$ cat src/rtl/traffic_pkg.sv
// traffic_pkg: phase codes, scheduler states and direction constants shared by the scheduler
package traffic_pkg;
    typedef enum logic [1:0] {PH_NS_GO = 2'd0, PH_EW_GO = 2'd1, PH_ALL_RED = 2'd2} phase_t;
    typedef enum logic [1:0] {ST_IDLE = 2'd0, ST_ISSUE = 2'd1, ST_RUN = 2'd2} sched_state_t;
    localparam logic DIR_NS = 1'b0;
    localparam logic DIR_EW = 1'b1;
    function automatic logic [1:0] go_phase(input logic dir);
        return dir == DIR_NS ? PH_NS_GO : PH_EW_GO;
    endfunction
endpackage

$ cat src/rtl/ped_request_latch.sv
// ped_request_latch: holds a pedestrian request from its set pulse until cleared, set winning ties
module ped_request_latch (
    input  logic clk,
    input  logic reset,
    input  logic set,
    input  logic clr,
    output logic pending
);
    always_ff @(posedge clk) pending <= reset ? 1'b0 : set | (pending & ~clr);
endmodule

$ cat src/rtl/intersection_phase_scheduler.sv
// intersection_phase_scheduler: arbitrates NS/EW/pedestrian/emergency green and issues phase commands
module intersection_phase_scheduler
    import traffic_pkg::*;
#(
    parameter int GREEN_SECS = 5,
    parameter int WALK_SECS  = 8,
    parameter int CLEAR_SECS = 1,
    parameter int EMERG_SECS = 4,
    parameter int SECS_W     = 4
) (
    input  logic              clk,
    input  logic              reset,
    input  logic              enable,
    input  logic              ped_ns_req,
    input  logic              ped_ew_req,
    input  logic              emerg_req,
    input  logic              emerg_dir,
    input  logic              cmd_ready,
    input  logic              cmd_done,
    output logic              cmd_valid,
    output logic [1:0]        cmd_phase,
    output logic [SECS_W-1:0] cmd_secs,
    output logic              cmd_walk,
    output logic              cmd_abort,
    output logic [1:0]        state_o
);
    sched_state_t      state;
    logic              last_go, cmd_emerg, abort_sent, pend_ns, pend_ew;
    logic              xfer, go_active, go_dir, rot_dir, rot_ped, extend, nxt_emerg, nxt_walk;
    logic [1:0]        nxt_phase;
    logic [SECS_W-1:0] nxt_secs;
    assign state_o   = state;
    assign xfer      = state == ST_ISSUE && cmd_valid && cmd_ready;
    assign go_active = cmd_phase != PH_ALL_RED;
    assign go_dir    = cmd_phase[0];
    assign rot_dir   = ~last_go;
    assign rot_ped   = rot_dir == DIR_EW ? pend_ew : pend_ns;
    assign extend    = cmd_emerg && emerg_req && emerg_dir == go_dir;
    assign nxt_emerg = extend || (!go_active && emerg_req);
    assign nxt_walk  = !go_active && !emerg_req && rot_ped;
    assign nxt_phase = extend ? cmd_phase : go_active ? PH_ALL_RED : go_phase(emerg_req ? emerg_dir : rot_dir);
    assign nxt_secs  = nxt_emerg ? SECS_W'(EMERG_SECS) : go_active ? SECS_W'(CLEAR_SECS)
                     : rot_ped ? SECS_W'(WALK_SECS) : SECS_W'(GREEN_SECS);
    ped_request_latch u_ped_ns (
        .clk(clk), .reset(reset || !enable), .set(ped_ns_req),
        .clr(xfer && cmd_walk && cmd_phase == PH_NS_GO), .pending(pend_ns)
    );
    ped_request_latch u_ped_ew (
        .clk(clk), .reset(reset || !enable), .set(ped_ew_req),
        .clr(xfer && cmd_walk && cmd_phase == PH_EW_GO), .pending(pend_ew)
    );
    always_ff @(posedge clk) begin
        if (reset || !enable) begin
            state      <= ST_IDLE;
            cmd_valid  <= 1'b0;
            cmd_abort  <= 1'b0;
            last_go    <= DIR_EW;
            cmd_emerg  <= 1'b0;
            abort_sent <= 1'b0;
            if (reset) begin
                cmd_phase <= PH_ALL_RED;
                cmd_secs  <= '0;
                cmd_walk  <= 1'b0;
            end
        end else begin
            cmd_abort <= 1'b0;
            case (state)
                ST_IDLE: begin
                    state     <= ST_ISSUE;
                    cmd_phase <= PH_ALL_RED;
                    cmd_secs  <= SECS_W'(CLEAR_SECS);
                    cmd_walk  <= 1'b0;
                    cmd_emerg <= 1'b0;
                end
                ST_ISSUE: begin
                    if (!cmd_valid) cmd_valid <= 1'b1;
                    else if (cmd_ready) begin
                        state     <= ST_RUN;
                        cmd_valid <= 1'b0;
                        if (go_active) last_go <= go_dir;
                    end
                end
                ST_RUN: begin
                    if (cmd_done) begin
                        state      <= ST_ISSUE;
                        cmd_valid  <= 1'b1;
                        cmd_phase  <= nxt_phase;
                        cmd_secs   <= nxt_secs;
                        cmd_walk   <= nxt_walk;
                        cmd_emerg  <= nxt_emerg;
                        abort_sent <= 1'b0;
                    end else if (go_active && go_dir != emerg_dir && emerg_req && !abort_sent) begin
                        cmd_abort  <= 1'b1;
                        abort_sent <= 1'b1;
                    end
                end
                default: state <= ST_IDLE;
            endcase
        end
    end
endmodule

$ cat config.mk
export PLATFORM = sky130hd
export DESIGN_NAME = intersection_phase_scheduler
export DESIGN_NICKNAME = d
export VERILOG_FILES = /design/src/rtl/traffic_pkg.sv /design/src/rtl/ped_request_latch.sv /design/src/rtl/intersection_phase_scheduler.sv
export SDC_FILE = /design/constraint.sdc
export NUM_CORES = 1
export LEC_CHECK = 0
export CORE_MARGIN = 5
export CORE_UTILIZATION = 41
export DETAILED_ROUTE_END_ITERATION = 7
export PLACE_DENSITY = 0.75
export SYNTH_ARGS = -nofsm -noshare
export SYNTH_HDL_FRONTEND = slang
export SYNTH_SLANG_ARGS = --single-unit
$ cat constraint.sdc
create_clock -name clk -period 1.15 [get_ports clk]
set_input_delay 0.23 -clock clk [delete_from_list [all_inputs] [get_ports clk]]
set_output_delay 0.23 -clock clk [all_outputs]
set_load 0.01 [all_outputs]
==> qor.csv, run 1 <==
metric,value,unit
status,finished with violations,
violated checks,negative setup slack,
Cell Rows,15,
vias post-DR,710,
area delta synth->final,61.02,%
Post-synth top cells,"9 x dfxtp_1, 7 x a21oi_1, 6 x edfxtp_1, 6 x inv_1, 4 x nand2_1",
Max clock buf depth,2,
async set-reset flop share out of synthesis,0,%
share of cells above drive strength 1,43.86,%
Via-to-Cell Ratio,5.108,
Crit. End Element,flop,
delay of the slowest critical-path stage,0.43,ns
Residual DRC,0,
CTS Buf Count,3,
final hold slack,0.3746,ns
antenna fix cells,0,
period utilisation layout,121.3,%
Port Buffer Count,18,
startpoint types,flop,
number of top-level pins,20,
clock root cell,clkbuf_4,
PwrDens,904.6,mW/mm^2
Post-Syn Instances,74,
"Setup violations, final",17,
GRT Residual Overflow,0,
minimum clock period,1.395,ns
worst path buffer plus inverter count,1,
critical path's slowest cell,edfxtp_1,
Die X,52.43,um
Avg WL per Cell,13.76,um
"IR drop worst, VDD",0.0006289,V
crit-path leading delay family,flip-flops,
mean post-synth cell area,9.976,um^2
post-synth top area share,24.41,%
Cell variety after synth,35,
"Seq/Total Area, Yosys",48.81,%
clock net sink count,15,
max cap viols,0,
initial core utilization,42.75,%
CP required,1.28,ns
DRT iter0 DRCs,7,
initial antenna violation count,0,
"Slew Viols, Final",0,
Post-synth EDFFs,6,
CP Data Arrival Time,1.53,ns
vias in the first global route,690,
GRT Util Overall,14.95,%
Synth area leader,dfxtp_1,
clock skew,0.0005624,ns
antenna-violating nets left,0,
Worst Hold Class,input port to flop,
worst skew pair latency,0.28,ns
die area,0.002749,mm^2
fmax,0.7166,GHz
nets@finish,124,
"Reg clk slew, reported paths",0.09,ns
CTS tree,yes,
Synth Register Bits,15,
largest net degree at the start of global routing,10,
"top cells by area, synth","dfxtp_1 24%, edfxtp_1 24%, a21oi_1 4.7%",
H-tree depth,1,
Core ar.,0.001727,mm^2
post-synthesis net count,83,
worst-path cell chain,"buf_6, nand2b_4, a32oi_4, nor3b_4",
RSZ-0062 raised after global routing,yes,
Fin Setup TNS,-2.557,ns
"Max FO, Critical Path",5,
Syn Std Cell Area,738.2,um^2
setup ws final,-0.2455,ns
Die H,52.43,um
GPL Wtd Cong,0.8194,
Pleak,0.4810,nW
CP Class,flop to flop,
most common flop cell mapped by yosys,dfxtp_1,
Routed WL,1912,um
final hold vios,0,
Initial DRT Pass Iterations,4,
synthesis warning total,0,
first-pass GRT wire length,3049,um
"count leader, synth",dfxtp_1,
HPWL after DPL,1420,um
## cells by family (layout without fill, tap and decap cells)
family,count (synthesis),after routing,share of synthesized area [%]
AO/OA/AOI/OAI,21,21,20.00
other,1,1,0.5080
flip-flops,15,15,48.81
multiplexers,1,1,1.356
buffers and inverters,8,48,4.745
AND/OR/NAND/NOR,28,28,24.58
## state kept, by name (all words and copies together), names as in the netlist
name and flops:
u_ped_ns.pending 1, cmd_emerg 1, abort_sent 1, cmd_valid 1, last_go 1, cmd_abort 1
u_ped_ew.pending 1, cmd_secs 3, state_o 2, cmd_phase 2, cmd_walk 1
## power by group
part	switching, mW	total, mW	internal [mW]
Sequential	0.0124	0.580	0.567
Combinational	0.0864	0.195	0.108
Clock	0.172	0.301	0.129
Total	0.271	1.08	0.804
## stage by stage
stage / power, mW / setup slack, ns / cells / area (um^2) / utilization (%)
after floorplan: 0.6594 / -0.1610 / 74 / 749.5 / -
final: 1.075 / -0.2455 / 139 / 1189 / 68.84
after global placement: 0.7552 / -0.4305 / 130 / 1061 / 61.45
after detailed placement: 0.7604 / -0.4556 / 130 / 1061 / 61.45
after global routing: 1.123 / -0.2960 / 139 / 1189 / 68.84
after CTS: 1.068 / -0.2100 / 137 / 1162 / 67.32
## worst reg2reg max path: cells and delay by family (launching register included)
kind            cells  cell delay [ns]
compound gates      1             0.29
simple gates        2             0.37
flops               1             0.43
buf+inv             1             0.16
## metal layers
metal | track usage (%) | vias up | share of wire [%]
met5 | 0 | - | 0
met3 | 2.849 | 2 | 4.9
met1 | 18.29 | 339 | 42
li1 | - | 350 | -
met4 | 5.106 | 0 | 0.63
met2 | 25.83 | 19 | 53
## cell type report
type,count,area (um^2)
multi-input cells,51,427.9
repair buffers,38,312.8
inverters,6,22.52
clock buffers,3,22.52
clock inverters,1,5.005
fillers,149,538.0
flip-flops and latches,15,366.6
well taps,25,31.28
## repair_timing
| action | CTS | global route |
|---|---|---|
| hold buffers | 0 | 0 |
| pin swaps | 12 | 5 |
| setup buffers | 3 | 2 |
| resized for setup | 43 | 10 |
| endpoints found under the setup margin | 28 | 25 |
## cells in the final DEF, fill, tap and decap left out, drive strengths merged, types with 2 or more instances in the layout
cell	n
clkdlybuf4s50	6
nand2b	4
dfxtp	9
a21oi	7
nor2b	4
clkbuf	4
nand2	4
inv	6
buf	25
nor3b	3
clkdlybuf4s15	2
dlygate4sd2	4
o21ai	4
nor2	3
edfxtp	6
o41ai	2
nand3	3
## worst paths after layout
path / start / to / slack (ns) / cells past startpoint
max: cmd_phase[0]$_SDFFCE_PP0P_ / cmd_walk$_SDFFCE_PP0P_ / -0.25 / 4
max reg2reg: cmd_phase[0]$_SDFFCE_PP0P_ / cmd_walk$_SDFFCE_PP0P_ / -0.25 / 4
min: cmd_done / cmd_abort$_SDFF_PP0_ / 0.37 / 3
min reg2reg: abort_sent$_SDFFE_PP0P_ / cmd_abort$_SDFF_PP0_ / 0.44 / 1
No activity file was read; power rests on OpenSTA's default activity.
==> inputs of run 2 (changes only) <==
GPL_ROUTABILITY_DRIVEN = 0   (was unset)
==> results of run 2 <==
Same layout as run 1: the final DEF is identical, and so are final timing and power.
